$ cat src/rtl/flag_fwd_unit_pkg.sv
// Shared definitions for the condition-flag path: flag bit positions,
// pending-tracker state encoding and the branch condition encoding.
package flag_fwd_unit_pkg;

  localparam int FLAG_N = 2;
  localparam int FLAG_V = 1;
  localparam int FLAG_Z = 0;

  localparam int MAX_PEND_DEF = 3;

  typedef enum logic {
    IDLE = 1'b0,
    PEND = 1'b1
  } state_t;

  // Condition codes understood by the downstream branch evaluator.
  typedef enum logic [2:0] {
    NEQ = 3'd0,
    EQ  = 3'd1,
    LT  = 3'd2,
    GE  = 3'd3,
    GT  = 3'd4,
    LE  = 3'd5,
    OV  = 3'd6,
    UN  = 3'd7
  } cond_t;

endpackage

$ cat src/rtl/flag_pend_cnt.sv
// Saturating up/down count of flag-setting instructions in flight, with a
// sticky error on overflow (issue at MAX_PEND) or underflow (retire at 0).
module flag_pend_cnt #(
  parameter int MAX_PEND = 3,
  parameter int CNT_W    = 2
) (
  input  logic             clk,
  input  logic             rst_n,
  input  logic             issue,
  input  logic             retire,
  input  logic             flush,
  output logic [CNT_W-1:0] cnt,
  output logic [CNT_W-1:0] cnt_next,
  output logic             err
);

  logic err_set;

  // Flush dominates; a simultaneous issue and retire cancel out.
  always_comb begin
    cnt_next = cnt;
    err_set  = 1'b0;
    if (flush) begin
      cnt_next = '0;
    end else if (issue && !retire) begin
      if (cnt == CNT_W'(MAX_PEND)) err_set  = 1'b1;
      else                         cnt_next = cnt + CNT_W'(1);
    end else if (retire && !issue) begin
      if (cnt == '0) err_set  = 1'b1;
      else           cnt_next = cnt - CNT_W'(1);
    end
  end

  always_ff @(posedge clk or negedge rst_n) begin
    if (!rst_n) begin
      cnt <= '0;
      err <= 1'b0;
    end else begin
      cnt <= cnt_next;
      err <= err | err_set;
    end
  end

endmodule

$ cat src/rtl/flag_fwd_unit.sv
// N/V/Z flag register with same-cycle ALU forwarding and an in-flight
// tracker that tells decode when the flags are not yet final.
module flag_fwd_unit
  import flag_fwd_unit_pkg::*;
#(
  parameter int MAX_PEND = MAX_PEND_DEF,
  parameter int CNT_W    = 2
) (
  input  logic clk,
  input  logic rst_n,
  input  logic issue_flag,
  input  logic alu_valid,
  input  logic set_zn,
  input  logic set_v,
  input  logic alu_N,
  input  logic alu_V,
  input  logic alu_Z,
  input  logic flush,
  output logic N,
  output logic V,
  output logic Z,
  output logic flags_busy,
  output logic pend_err
);

  logic [2:0]       flags_q;
  logic [CNT_W-1:0] cnt;
  logic [CNT_W-1:0] cnt_next;
  state_t           state;
  state_t           state_next;
  logic             upd_zn;
  logic             upd_v;

  assign upd_zn = alu_valid & set_zn;
  assign upd_v  = alu_valid & set_v;

  always_ff @(posedge clk or negedge rst_n) begin
    if (!rst_n) begin
      flags_q <= 3'b000;
    end else begin
      if (upd_zn) begin
        flags_q[FLAG_N] <= alu_N;
        flags_q[FLAG_Z] <= alu_Z;
      end
      if (upd_v) flags_q[FLAG_V] <= alu_V;
    end
  end

  // Forward the retiring result so the evaluator never sees stale flags.
  assign N = upd_zn ? alu_N : flags_q[FLAG_N];
  assign Z = upd_zn ? alu_Z : flags_q[FLAG_Z];
  assign V = upd_v  ? alu_V : flags_q[FLAG_V];

  flag_pend_cnt #(
    .MAX_PEND (MAX_PEND),
    .CNT_W    (CNT_W)
  ) u_pend_cnt (
    .clk      (clk),
    .rst_n    (rst_n),
    .issue    (issue_flag),
    .retire   (alu_valid),
    .flush    (flush),
    .cnt      (cnt),
    .cnt_next (cnt_next),
    .err      (pend_err)
  );

  assign flags_busy = (cnt > CNT_W'(1)) | ((cnt == CNT_W'(1)) & ~alu_valid);

  always_ff @(posedge clk or negedge rst_n) begin
    if (!rst_n) state <= IDLE;
    else        state <= state_next;
  end

  always_comb begin
    state_next = state;
    case (state)
      IDLE:    if (cnt_next != '0) state_next = PEND;
      PEND:    if (cnt_next == '0) state_next = IDLE;
      default: state_next = IDLE;
    endcase
  end

`ifndef SYNTHESIS
  state_matches_cnt: assert property (@(posedge clk) disable iff (!rst_n)
    state == ((cnt != '0) ? PEND : IDLE));
`endif

endmodule
$ cat config.mk
export PLATFORM = sky130hd
export DESIGN_NAME = flag_fwd_unit
export DESIGN_NICKNAME = d
export VERILOG_FILES = /design/src/rtl/flag_fwd_unit_pkg.sv /design/src/rtl/flag_pend_cnt.sv /design/src/rtl/flag_fwd_unit.sv
export SDC_FILE = /design/constraint.sdc
export NUM_CORES = 1
export LEC_CHECK = 0
export ABC_AREA = 1
export CAP_MARGIN = 15
export CORE_AREA = 2 2 39 41
export CTS_BUF_LIST = sky130_fd_sc_hd__clkbuf_4
export CTS_CLUSTER_SIZE = 25
export DETAILED_ROUTE_END_ITERATION = 12
export DIE_AREA = 0 0 41 43
export PLACE_DENSITY = 0.55
export SETUP_SLACK_MARGIN = 0.05
export SYNTH_ARGS = -nofsm -noshare
export SYNTH_HDL_FRONTEND = slang
export SYNTH_SLANG_ARGS = --single-unit
$ cat constraint.sdc
create_clock -name clk -period 1.95 [get_ports clk]
set_input_delay 0.2925 -clock clk [delete_from_list [all_inputs] [get_ports clk]]
set_output_delay 0.2925 -clock clk [all_outputs]
set_load 0.1 [all_outputs]
# Yosys cells after proc, flatten, opt, wreduce, memory -nomap -nowiden
# Index checks and enable logic that the tools add are counted.
classes:
  n_addsub: 2
  n_lt_le_gt_ge: 1
  n_eq_ne: 4
  n_mux: 13
  bitwise: 6
  reduce_logical: 7
ops:
  columns: ["operator", "n"]
  rows:
  - ["$mux 2", 5]
  - ["$mux 1", 8]
  - ["$and 1x1->1", 3]
  - ["$ne 3x2->1 const B", 1]
  - ["$ne 3x3->1 const B", 1]
  - ["$reduce_and 3->1", 1]
  - ["$reduce_bool 3->1", 1]
  - ["$add 2x1->2 const B", 1]
  - ["$eq 2x1->1 const B", 1]
  - ["$eq 2x2->1 const B", 1]
  - ["$gt 2x1->1 const B", 1]
  - ["$logic_and 1x1->1", 2]
  - ["$logic_not 1->1", 2]
  - ["$logic_not 2->1", 1]
  - ["$or 1x1->1", 2]
  - ["$sub 2x1->2 const B", 1]
  - ["$not 1->1", 1]
totals:
  regBits: 6
  inputBits: 10
  out_inout_bits: 5

# Logic depth before layout (Yosys ltp)
# Gate-level depths: netlist (run 1).
logic_depth:
  word_depth: 6
  depth_mapped: 7
  ltp_nobuf: 7

# By module
# A second synthesis (run 1) with hierarchy kept.
hier_totals:
  hier_cells: 45
  hier_area_um2: 317.8
modules_own_cells:
  columns: ["mod", "n_inst", "cells_per_inst", "area_per_inst_um2", "seq_area_each_um2"]
  rows:
  - ["flag_pend_cnt", 1, 29, 183.9, 75.1]
  - ["flag_fwd_unit", 1, 16, 133.9, 75.1]

# Worst setup path after synthesis (run 1)
# Ideal clock, no wire load.
synth_timing:
  path_kind: "register to output"
  from: "reg u_pend_cnt.cnt[0]"
  to: "out flags_busy"
  arrival_time_ps: 2733
  required_ps: 1657
  setup_slack_ps: -1075
  path_stages_with_launch: 3
  n_path_buf: 0
  cell_sequence: "dfrtp_1 -> ha_1 -> o21ai_0"
synth_via:
  elab_chain_cells: 3
  elab_cells_between_ends: 4
  classes_between: "order compare: 1; eq/ne: 1; bitwise: 2"
synth_rtl:
  columns: ["item", "line", "rtl"]
  rows:
  - ["start: declaration", "flag_pend_cnt.sv:12", "output logic [CNT_W-1:0] cnt,"]
  - ["start signal: assignment", "flag_pend_cnt.sv:39", "cnt <= cnt_next;"]
  - ["$eq 2x1->1", "flag_fwd_unit.sv:68", "assign flags_busy = (cnt > CNT_W'(1)) | ((cnt == CNT_W'(1)) & ~alu_valid);"]
  - ["$and 1x1->1", "flag_fwd_unit.sv:68", null]
  - ["$or 1x1->1 (*)", "flag_fwd_unit.sv:68", null]
  - ["end: declaration", "flag_fwd_unit.sv:22", "output logic flags_busy,"]
# Every way passes the cells marked *; elsewhere a longest branch is shown, timed or not.

# Worst setup path in the final report (run 1)
layout_timing:
  from: "in alu_valid"
  to: "out N"
layout_via:
  elab_chain_cells: 2
layout_rtl:
  columns: ["item", "line", "rtl"]
  rows:
  - ["start: declaration", "flag_fwd_unit.sv:12", "input logic alu_valid,"]
  - ["$and 1x1->1", "flag_fwd_unit.sv:34", "assign upd_zn = alu_valid & set_zn;"]
  - ["$mux 1", null, null]
  - ["end: declaration", "flag_fwd_unit.sv:19", "output logic N,"]
# Every way passes these cells.

==> results.json, run 1 <==
{
  "setup_tns_ns": 0,
  "fp.dieArea_um2": 1763,
  "edff_count_synth": 0,
  "antenna_violations_before_repair": 0,
  "grt_setup_unrepaired": "no",
  "syn_to_final_growth_pct": 66.08,
  "detail-route-antenna-nets": 0,
  "dpl_ws_ns": 0.1652,
  "r2r_slack_ns": 0.76,
  "chipWidth_um": 41,
  "power_mw": 0.5548,
  "final_critical_path_setup_slack_ns": 0.1649,
  "place_congestion": 0.6892,
  "vias_in_the_first_global_route": 316,
  "finClkSkew_ns": 0.003501,
  "insertion_delay_ns": 0.24,
  "tightestPinTransition_ns": 0.2783,
  "hold_ws_ns": 0.2945,
  "avgRoutedWirePerCell_um": 9.566,
  "slowest_delay_ns": 0.55,
  "maximum_clock_insertion_buffer_count": 2,
  "vdd.ir_drop.worst_uv": 260.3,
  "h_tree_levels": 1,
  "critPathCaptureType": "output pin",
  "layout_min_cycle_time_ns": 1.785,
  "gr-total-overflow": 0,
  "port_buffers": 14,
  "grt_start_max_net_pins": 7,
  "predominant_post_synthesis_flop_cell": "sky130_fd_sc_hd__dfrtp_1",
  "post-cts-setup-buffer-count": 0,
  "netlist_instances": 42,
  "postSynthAreaPerCell_um2": 8.431,
  "power.density_cell_area_nw_per_um2": 943.5,
  "synth_cell_type_count": 15,
  "ff2ff_path_depth": 6,
  "cp_data_arrival_time_ns": 1.49,
  "n_antenna_cell": 0,
  "dr.pass1.iters": 3,
  "run_status": "completed",
  "async_flop_share_pct": 100.0,
  "die_y_um": 43,
  "vias_per_cell": 4.316,
  "drive_gt1_share_pct": 23.33,
  "timing.final.crit_share_pct": 91.54,
  "grt_first_pass_wirelength_um": 1221,
  "dr.first_iter.drc_count": 4,
  "cts_repair_resize_count": 0,
  "finalWirelength_um": 727,
  "r2r_end": "u_pend_cnt.cnt[1]",
  "report.final.hold_viol_count": 0,
  "clock.fmax_mhz": 560.2,
  "required_ns": 1.66,
  "crit_path_max_fanout": 4,
  "mappedNetlistNets": 55,
  "tritoncts": "done",
  "drc": 0,
  "post-dp-hpwl_um": 591.9,
  "cp_slowest_cell": "sky130_fd_sc_hd__clkdlybuf4s50_1",
  "timing_max_transition_violations_final": 0,
  "final_nets": 75,
  "io_pins": 15,
  "clkSlewWorstSetupHoldPaths_ns": 0.05,
  "ys_seq_elements": 6,
  "critical_path.cell_chain": "clkdlybuf4s50_1 > nand2_2 > mux2_1 > buf_12",
  "max-cap-violations": 0,
  "sequential_area_share_after_synthesis_pct": 42.40,
  "worst_hold_path_type": "in -> async",
  "holdBufCountCts": 0,
  "yosys_warnings": 0,
  "cts_buffers": 3,
  "critical_path.startpoint": "alu_valid",
  "placeableCoreArea_um2": 1384,
  "rows": 14,
  "timing.max_slew.rel_slack_pct": 81.39,
  "setup.worst_path.class": "in -> out",
  "number_of_setup_violations_in_the_final_report": 0,
  "rr_startpoint": "u_pend_cnt.cnt[0]",
  "cts.sink_count": 6,
  "synthesis.area_um2": 354.1,
  "start_util_pct": 25.59,
  "critical_path.startpoint_type": "input pin",
  "route.vias.total": 328,
  "clockRootBuffer": "sky130_fd_sc_hd__clkbuf_4",
  "p_leak_nw": 0.2885,
  "gr-usage-all-layers_pct": 10.85
}
-- worst max-delay path by stage --
stage               cells after the start  slack (ns)    endpoint
finish                                  4        0.16           N
global route                            4        0.12           N
CTS                                     4        0.15           N
detailed placement                      4        0.17           N
global placement                        4        0.16           N
floorplan                               2       -0.32  flags_busy
-- cells in the final DEF, fill, tap and decap left out --
master                            instances
sky130_fd_sc_hd__a21oi_1                  1
sky130_fd_sc_hd__a31oi_2                  1
sky130_fd_sc_hd__buf_12                   4
sky130_fd_sc_hd__buf_4                    2
sky130_fd_sc_hd__clkbuf_4                 3
sky130_fd_sc_hd__clkdlybuf4s50_1          9
sky130_fd_sc_hd__dfrtp_1                  6
sky130_fd_sc_hd__ha_1                     3
sky130_fd_sc_hd__inv_1                    5
sky130_fd_sc_hd__inv_2                    2
sky130_fd_sc_hd__mux2_1                   2
sky130_fd_sc_hd__nand2_1                 10
sky130_fd_sc_hd__nand2_2                  1
sky130_fd_sc_hd__nand3_1                  3
sky130_fd_sc_hd__nand3b_1                 1
sky130_fd_sc_hd__nand3b_2                 1
sky130_fd_sc_hd__nand4_1                  2
sky130_fd_sc_hd__nor2_1                   3
sky130_fd_sc_hd__o21ai_1                  1
-- registers in the layout, indices dropped and copies added, names as in the netlist --
name,cells
u_pend_cnt.cnt,2
flags_q,3
u_pend_cnt.err,1
-- where the power goes --
part / total, mW / internal [mW] / switching (mW)
sequential: 0.154 / 0.143 / 0.0111
combinational: 0.289 / 0.109 / 0.180
clock: 0.112 / 0.0695 / 0.0426
total: 0.555 / 0.321 / 0.234
-- Yosys cell counts (2+ instances only) --
cell type	count	area, um^2
sky130_fd_sc_hd__inv_1	5	18.77
sky130_fd_sc_hd__nand4_1	2	12.51
sky130_fd_sc_hd__nand3_1	3	15.01
sky130_fd_sc_hd__mux2_1	2	22.52
sky130_fd_sc_hd__dfrtp_1	6	150.1
sky130_fd_sc_hd__nor2_1	3	11.26
sky130_fd_sc_hd__nand2_1	10	37.54
sky130_fd_sc_hd__inv_2	2	7.510
sky130_fd_sc_hd__ha_1	3	37.54
-- critical path, delay by kind of cell --
kind	cells	cell delay, ns
buf+inv	2	0.74
mux	1	0.37
simple gates	1	0.09
-- kinds of logic after synthesis --
family                   after synthesis  synth area share (%)
flip-flops                             6                 42.40
AND/OR/NAND/NOR                       21                 28.62
adder cells (fa/ha/maj)                3                 10.60
buffers and inverters                  7                 7.422
multiplexers                           2                 6.360
AO/OA/AOI/OAI                          3                 4.592
-- final cells by class --
type                            count  area [um^2]
Clock buffer                        3        22.52
Fill cell                         145        795.8
Inverter                            7        26.28
Multi-Input combinational cell     29        183.9
Sequential cell                     6        150.1
Tap cell                           16        20.02
Timing Repair Buffer               15        185.2
-- through the flow --
step | util [%] | cell area (um^2) | std cells
after floorplan | - | 360.3 | 42
after global placement | 40.87 | 565.5 | 73
after detailed placement | 40.87 | 565.5 | 73
after CTS | 42.50 | 588.1 | 76
after global routing | 42.50 | 588.1 | 76
final | 42.50 | 588.1 | 76
-- per-layer routing --
metal	GRT usage [%]	vias up	wire length, um
li1	-	173	-
met1	11.63	145	324
met2	15.94	8	353
met3	3.141	2	34
met4	10.00	0	15
met5	0	-	0
Note: power is estimated with default switching activity, not from simulation.
==> run 2, diff against run 1 <==
- CORE_AREA: 2 2 39 41 -> 4 4 41 43
- DIE_AREA: 0 0 41 43 -> 0 0 45 47
==> run 2 against run 1 <==
Compared with the run above:
- total power grew 1.2%
- register-to-register slack is essentially flat
- critical path type unchanged
- flip-flop and latch count is the same
==> results.json, run 2 (synthesized netlist as in run 1, its figures left out) <==
{
  "cp_data_arrival_time_ns": 1.45,
  "h_tree_levels": 1,
  "layout.cells.most_common_list": "sky130_fd_sc_hd__nand2_1 (10), sky130_fd_sc_hd__clkdlybuf4s50_1 (9), sky130_fd_sc_hd__dfrtp_1 (6), sky130_fd_sc_hd__inv_1 (5), sky130_fd_sc_hd__buf_12 (4)",
  "syn_to_final_growth_pct": 65.72,
  "timing_max_transition_violations_final": 0,
  "crit_path_max_fanout": 3,
  "ff2ff_path_depth": 6,
  "tritoncts": "done",
  "critical_path.startpoint_type": "input pin",
  "cts.sink_count": 6,
  "required_ns": 1.66,
  "report.final.hold_viol_count": 0,
  "number_of_setup_violations_in_the_final_report": 0,
  "clock.fmax_mhz": 573.4,
  "mostFrequentLayoutCell": "sky130_fd_sc_hd__nand2_1",
  "max_flop_register": "flags_q",
  "vias_per_cell": 4.253,
  "fp.dieArea_um2": 2115,
  "max-cap-violations": 0,
  "multi_input_area_um2": 183.9,
  "gr-usage-all-layers_pct": 8.990,
  "die_y_um": 47,
  "n_antenna_cell": 0,
  "final.fill_count": 144,
  "insertion_delay_ns": 0.24,
  "final_cell_count_no_fill": 75,
  "port_buffers": 14,
  "finalWirelength_um": 812,
  "avgRoutedWirePerCell_um": 10.83,
  "layout_min_cycle_time_ns": 1.744,
  "holdBufCountCts": 0,
  "post-dp-hpwl_um": 676.2,
  "reg.largest.list": "flags_q: 3 flops, u_pend_cnt.cnt: 2 flops, u_pend_cnt.err: 1 flops",
  "drive_gt1_share_pct": 23.33,
  "io_pins": 15,
  "max_reg_flops": 3,
  "placeableCoreArea_um2": 1301,
  "start_util_pct": 27.21,
  "vias_in_the_first_global_route": 308,
  "grt_setup_unrepaired": "no",
  "run_status": "completed",
  "place_congestion": 0.7351,
  "timing.final.crit_share_pct": 89.43,
  "dr.pass1.iters": 4,
  "timing.max_slew.rel_slack_pct": 81.45,
  "final_critical_path_setup_slack_ns": 0.2061,
  "tightestPinTransition_ns": 0.2774,
  "finClkSkew_ns": 0.001084,
  "maximum_clock_insertion_buffer_count": 2,
  "chipWidth_um": 45,
  "route.vias.total": 319,
  "rows": 13,
  "antenna_violations_before_repair": 0,
  "setup_tns_ns": 0,
  "clockRootBuffer": "sky130_fd_sc_hd__clkbuf_4",
  "final_nets": 75,
  "grt_first_pass_wirelength_um": 1262,
  "power.density_cell_area_nw_per_um2": 957.1,
  "hold_ws_ns": 0.2894,
  "clkSlewWorstSetupHoldPaths_ns": 0.05,
  "setup.worst_path.class": "in -> out",
  "dpl_ws_ns": 0.2076,
  "vdd.ir_drop.worst_uv": 363.8,
  "critPathCaptureType": "output pin",
  "cts_buffers": 3,
  "placed_instance_count": 72,
  "grt_start_max_net_pins": 7,
  "gr-total-overflow": 0,
  "register_area_um2": 150.1,
  "detail-route-antenna-nets": 0,
  "cts_repair_resize_count": 0,
  "dr.first_iter.drc_count": 4,
  "drc": 0,
  "worst_hold_path_type": "in -> async",
  "post-cts-setup-buffer-count": 0,
  "p_leak_nw": 0.2885
}
## run 2: cell counts in the layout (fill, tap and decap cells not counted)
Identical to the previous run, type by type.
## run 2: critical path, stage by stage
cell,delay (ns)
sky130_fd_sc_hd__clkdlybuf4s50_1,0.52
sky130_fd_sc_hd__nand2_2,0.08
sky130_fd_sc_hd__mux2_1,0.37
sky130_fd_sc_hd__buf_12,0.19
## run 2: final cells by class
class                      instances  area share (%)
clock buffer                       3           3.838
inverter                           7           4.478
multi-input combinational         29           31.34
sequential                         6           25.59
tap                               15           3.198
timing repair buffer              15           31.56
## run 2: final timing paths
check	from	to	slack, ns
max	alu_valid	N	0.21
min	rst_n	flags_q[2]	0.29
max reg2reg	u_pend_cnt.cnt[1]	u_pend_cnt.cnt[1]	0.77
min reg2reg	u_pend_cnt.err	u_pend_cnt.err	0.46
max in group asynchronous	rst_n	u_pend_cnt.cnt[0]	1.44
min in group clk	u_pend_cnt.err	u_pend_cnt.err	0.46
## run 2: per-stage QoR
stage	power (mW)	cell area, um^2	utilization (%)
after floorplan	0.3369	360.3	-
final	0.5616	586.8	45.10
after global routing	0.5935	586.8	45.10
after global placement	0.4466	564.3	43.37
after detailed placement	0.4498	564.3	43.37
after CTS	0.5694	586.8	45.10
## run 2: layer usage
metal / track usage [%] / routed length, um / up-vias / part of all wire, %
met5: 0 / 0 / - / 0
met4: 7.018 / 0 / 0 / 0
met3: 3.448 / 50 / 0 / 6.2
met2: 14.41 / 438 / 8 / 54
met1: 9.513 / 322 / 139 / 40
li1: - / - / 172 / -
## run 2: power breakdown
group	total (mW)	switching, mW	leakage [nW]	internal (mW)
Clock	0.117	0.0467	0.0138	0.0698
Combinational	0.290	0.181	0.206	0.109
Sequential	0.155	0.0126	0.0686	0.142
==> run 3, diff against run 2 <==
- CORE_AREA: 4 4 41 43 -> 2 2 39 41
- DIE_AREA: 0 0 45 47 -> 0 0 41 43
- DONT_BUFFER_PORTS: not set -> 1
- PLACE_DENSITY: 0.55 -> 0.41
==> run 3 against run 2 <==
Compared with the run above:
- cell count down 13%
- flip-flop and latch count unchanged
- critical endpoint is now flags_busy
- worst hold slack lost 0.072 ns
- non-clock buffer count down 11
- via count fell by 7.5%
- first-iteration DRC count unchanged
- setup slack gained 0.082 ns
- register-to-register slack worse by 0.16 ns
==> results.json, run 3 (synthesized netlist as in run 1, its figures left out) <==
{
  "run_status": "completed",
  "start_util_pct": 25.59,
  "placeableCoreArea_um2": 1384,
  "number_of_setup_violations_in_the_final_report": 0,
  "setup.worst_path.class": "reg -> out",
  "report.final.hold_viol_count": 0,
  "final_critical_path_setup_slack_ns": 0.2883,
  "placed_instance_count": 61,
  "reg.largest.list": "flags_q: 3 flops, u_pend_cnt.cnt: 2 flops, u_pend_cnt.err: 1 flops",
  "timing.final.crit_share_pct": 85.22,
  "h_tree_levels": 1,
  "required_ns": 1.66,
  "grt.busiest_layer": "met2",
  "gr-total-overflow": 0,
  "ff2ff_path_depth": 1,
  "tightestPinTransition_ns": 0.9020,
  "grt_start_max_net_pins": 7,
  "place_congestion": 0.6475,
  "timing.hold.worst_path_depth": 3,
  "global_route.usage.met2_pct": 13.44,
  "avgRoutedWirePerCell_um": 9.815,
  "chipWidth_um": 41,
  "r2r_slack_ns": 0.61,
  "r2r_end": "flags_q[0]",
  "crit_path_max_fanout": 3,
  "layout.cells.most_common_list": "sky130_fd_sc_hd__nand2_1 (10), sky130_fd_sc_hd__dfrtp_1 (6), sky130_fd_sc_hd__inv_1 (5)",
  "clock.fmax_mhz": 601.8,
  "die_y_um": 43,
  "finalCoreUtilization_pct": 31.74,
  "route.vias.total": 295,
  "power.density_cell_area_nw_per_um2": 1091,
  "insertion_delay_ns": 0.23,
  "critical_path.cell_chain": "inv_1 > ha_1 > nand2_1 > o21ai_2 > buf_4",
  "drc": 0,
  "holdBufCountCts": 1,
  "slowest_delay_ns": 0.40,
  "p_leak_nw": 0.2266,
  "hold_ws_ns": 0.2176,
  "grt_first_pass_wirelength_um": 1035,
  "vias_per_cell": 4.538,
  "detail-route-antenna-nets": 0,
  "antenna_violations_before_repair": 0,
  "grt_use_met3_pct": 3.665,
  "final_cell_count_no_fill": 65,
  "cp_slowest_cell": "sky130_fd_sc_hd__dfrtp_1",
  "maximum_clock_insertion_buffer_count": 2,
  "max_flop_register": "flags_q",
  "critPathCaptureType": "output pin",
  "grt_setup_unrepaired": "no",
  "worst-path-buf-inv": 2,
  "cts_buffers": 3,
  "rows": 14,
  "vias_in_the_first_global_route": 287,
  "dpl_ws_ns": 0.5092,
  "critical_path.startpoint_type": "flop",
  "post-cts-setup-buffer-count": 0,
  "vdd.ir_drop.worst_uv": 249.0,
  "worst_hold_path_type": "in -> reg",
  "min_delay_worst_endpoint": "u_pend_cnt.cnt[0]",
  "max_reg_flops": 3,
  "clockRootBuffer": "sky130_fd_sc_hd__clkbuf_4",
  "dr.pass1.iters": 2,
  "n_antenna_cell": 0,
  "min_from": "flush",
  "timing.max_slew.rel_slack_pct": 39.87,
  "cp_data_arrival_time_ns": 1.37,
  "tritoncts": "done",
  "fp.dieArea_um2": 1763,
  "use_met1_pct": 9.539,
  "layout_min_cycle_time_ns": 1.662,
  "max-cap-violations": 0,
  "cts.sink_count": 6,
  "post-dp-hpwl_um": 557.5,
  "final_nets": 64,
  "rr_startpoint": "flags_q[0]",
  "finalWirelength_um": 638,
  "clkSlewWorstSetupHoldPaths_ns": 0.04,
  "power_mw": 0.4792,
  "drive_gt1_share_pct": 24.49,
  "finClkSkew_ns": 0.005155,
  "mostFrequentLayoutCell": "sky130_fd_sc_hd__nand2_1",
  "io_pins": 15,
  "syn_to_final_growth_pct": 24.03,
  "dr.first_iter.drc_count": 4,
  "timing_max_transition_violations_final": 0,
  "port_buffers": 0,
  "cts_repair_resize_count": 0,
  "gr-usage-all-layers_pct": 8.898,
  "worst_path_dominant_cell_family": "buffers and inverters"
}
[run 3: cell count changes in the layout (fill, tap and decap cells not counted)]
cell / previous run / this run
sky130_fd_sc_hd__clkdlybuf4s50_1: 9 / 0
sky130_fd_sc_hd__buf_12: 4 / 0
sky130_fd_sc_hd__buf_4: 2 / 3
sky130_fd_sc_hd__dlygate4sd3_1: 0 / 1
sky130_fd_sc_hd__o21ai_1: 1 / 0
sky130_fd_sc_hd__o21ai_2: 0 / 1
[run 3: worst max path at each step]
stage                       from         end  slack (ns)  depth (start not counted)
2_1_floorplan  u_pend_cnt.cnt[0]  flags_busy       -0.32                          2
3_3_place_gp           alu_valid           Z        0.52                          2
3_5_place_dp           alu_valid           Z        0.51                          2
4_1_cts        u_pend_cnt.cnt[1]  flags_busy        0.27                          5
5_1_grt        u_pend_cnt.cnt[1]  flags_busy        0.15                          5
6_report       u_pend_cnt.cnt[1]  flags_busy        0.29                          5
[run 3: cell type report]
type	instances	area [um^2]
Fill cell	153	944.7
Multi-Input combinational cell	29	187.7
Sequential cell	6	150.1
Timing Repair Buffer	4	32.53
Inverter	7	26.28
Clock buffer	3	22.52
Tap cell	16	20.02
[run 3: routing by layer]
| metal | up-vias | share of wire, % |
|---|---|---|
| met2 | 8 | 52 |
| li1 | 152 | - |
| met5 | - | 0 |
| met3 | 0 | 5.3 |
| met4 | 0 | 0 |
| met1 | 135 | 42 |
[run 3: worst min-delay path: stages]
cell and delay (ns):
sky130_fd_sc_hd__nor2_1 0.02, sky130_fd_sc_hd__nand2_1 0.05, sky130_fd_sc_hd__nand2_1 0.04
[run 3: per-stage QoR]
stage | TNS, ns | instance area, um^2
2_1_floorplan | -0.3181 | 360.3
5_1_grt | 0 | 439.2
4_1_cts | 0 | 439.2
3_3_place_gp | 0 | 406.6
3_5_place_dp | 0 | 406.6
6_report | 0 | 439.2
[run 3: power by group]
| part | switching, mW | total, mW | leakage (nW) | internal [mW] |
|---|---|---|---|---|
| Sequential | 0.0131 | 0.156 | 0.0686 | 0.143 |
| Combinational | 0.166 | 0.216 | 0.144 | 0.0496 |
| Clock | 0.0385 | 0.108 | 0.0138 | 0.0692 |
==> edit, RTL diff (flow settings as in run 3) <==
Reset style: synchronous (`rst_n`), changed in 3 clocked blocks.
--- a/src/rtl/flag_pend_cnt.sv
+++ b/src/rtl/flag_pend_cnt.sv
@@ -32,5 +32,5 @@
   end
 
-  always_ff @(posedge clk or negedge rst_n) begin
+  always_ff @(posedge clk) begin
     if (!rst_n) begin
       cnt <= '0;
--- a/src/rtl/flag_fwd_unit.sv
+++ b/src/rtl/flag_fwd_unit.sv
@@ -35,5 +35,5 @@
   assign upd_v  = alu_valid & set_v;
 
-  always_ff @(posedge clk or negedge rst_n) begin
+  always_ff @(posedge clk) begin
     if (!rst_n) begin
       flags_q <= 3'b000;
@@ -68,5 +68,5 @@
   assign flags_busy = (cnt > CNT_W'(1)) | ((cnt == CNT_W'(1)) & ~alu_valid);
 
-  always_ff @(posedge clk or negedge rst_n) begin
+  always_ff @(posedge clk) begin
     if (!rst_n) state <= IDLE;
     else        state <= state_next;
Behaviour: differs if rst_n is asserted again (counterexample within 4 cycles, from zero or initial values and one cycle with rst_n low); with rst_n held inactive, the same outputs for 10 cycles.
==> edit against run 3 <==
  * Routed wire length is 1.6% lower
  * Via count is 7.5% higher
  * Critical path depth fell by 1
  * Final area up 1.1%
  * Worst setup slack improved by 83 ps
  * Core utilization grew 0.36 points
  * First-iteration DRC count grew 25%
  * Total power fell by 26%
  * Critical endpoint unchanged
  * Largest cell class unchanged
  * Hold slack better by 14 ps
  * Clock skew up 0.75 ps
  * Synthesized area rose by 1.8%
  * Sequential cell count did not move
==> edit: results (changes against run 3) <==
Parameter                              Value

Cells and area
  Nets@finish ... 78 (+22%)
  Number of multi-input logic gates ... 35 (+21%)
  Area added between synthesis and finish ... 23.26%
  Number of non-filler instances in the completed layout ... 79 (+22%)
  Number of signal-net buffers in the layout ... 5 (+1)
  Proportion of layout cells with a drive suffix above 1 ... 0.1905 (-0.05442)
  Sequential fraction of total cell area ... 0.2704 (-0.07146)
  Layout non-clock buf frac ... 0.08451 (+0.01043)
  Non-clk invs ... 14 (+7)
  Clock tree cell share of total cell area ... 0.05070 (-0.0005778)
  Count of fill cells added during filler insertion ... 154 (+0.65%)
  Multi-input gate share of the layout cell area ... 0.4310 (+0.003636)

Placed design
  Final GP Congestion ... 0.7009 (+8.2%)
  Minimum setup slack after placement ... 613.8 ps (+104.6 ps)
  Placed instance area ... 421.7 sq um (+3.7%)

Yosys
  Top cells by instance count after synthesis ... sky130_fd_sc_hd__inv_1, sky130_fd_sc_hd__nand2_1, sky130_fd_sc_hd__nor2_1, sky130_fd_sc_hd__dfxtp_1, sky130_fd_sc_hd__o21ai_0
  Leading post-synthesis cells by cell area ... sky130_fd_sc_hd__dfxtp_1, sky130_fd_sc_hd__inv_1, sky130_fd_sc_hd__nand2_1, sky130_fd_sc_hd__ha_1, sky130_fd_sc_hd__nor2_1
  Mean instance size in the synthesized netlist ... 6.552 sq um (-22%)
  Synthesized netlist net count ... 68 (+24%)
  Ys async rst share ... 0 (-1.000)
  Number of unique standard cell types used by synthesis ... 13 (-2)
  Most used flip-flop cell after synthesis ... sky130_fd_sc_hd__dfxtp_1

Critical path
  Capture point of the worst reg-to-reg path ... u_pend_cnt.cnt[1]
  Cell with the largest stage delay on the worst path ... sky130_fd_sc_hd__dfxtp_1
  Biggest cell delay along the critical path ... 340 ps (-60 ps)
  Internal reg-to-reg setup slack ... 740 ps (+130 ps)
  Worst reg2reg path depth ... 7 (+6)
  Worst flop-to-flop path startpoint ... u_pend_cnt.cnt[0]

Route
  Met3 WL post-DR ... 65 um (+91%)
  Via total after detailed routing ... 317 (+7.5%)
  Routed wire per std cell ... 7.949 um (-19%)
  Iteration-0 DRC count of the detailed router ... 5 (+1)
  Highest layer used for signal routing ... met4

GRT
  Routing usage on met2 ... 0.1219 (-0.01250)
  Vias in the first global route ... 265 (-7.7%)
  Global-route wire length before repair ... 1021 um (-1.4%)
  Maximum number of pins on one net before global-route repair ... 6 (-1)

STA
  Period utilisation layout ... 0.8098 (-0.04240)

Pwr
  Worst IR drop on VDD ... 0.2807 mV (+13%)

Run status
  Status ... complete, no violations
==> edit: report_power, final <==
| group | switching (mW) | leakage (nW) | internal (mW) |
|---|---|---|---|
| clock | 0.0430 | 0.0138 | 0.0695 |
| combinational | 0.0860 | 0.179 | 0.0258 |
| sequential | 0.00257 | 0.0492 | 0.130 |
==> edit: how the worst min path moves through the flow <==
stage | startpoint | endpoint | slack (ps) | depth (start not counted)
6_report | flush | u_pend_cnt.cnt[1] | 230 | 3
3_5_place_dp | flush | u_pend_cnt.cnt[1] | 470 | 3
4_1_cts | flush | u_pend_cnt.cnt[1] | 210 | 3
2_1_floorplan | flush | u_pend_cnt.cnt[1] | 450 | 3
5_1_grt | flush | u_pend_cnt.cnt[1] | 220 | 3
3_3_place_gp | flush | u_pend_cnt.cnt[0] | 480 | 3
==> edit: cells by family after synthesis <==
kind of cell / synth area share
buffers and inverters: 0.1458
AO/OA/AOI/OAI: 0.1042
adder cells (fa/ha/maj): 0.1042
AND/OR/NAND/NOR: 0.3125
flip-flops: 0.3333
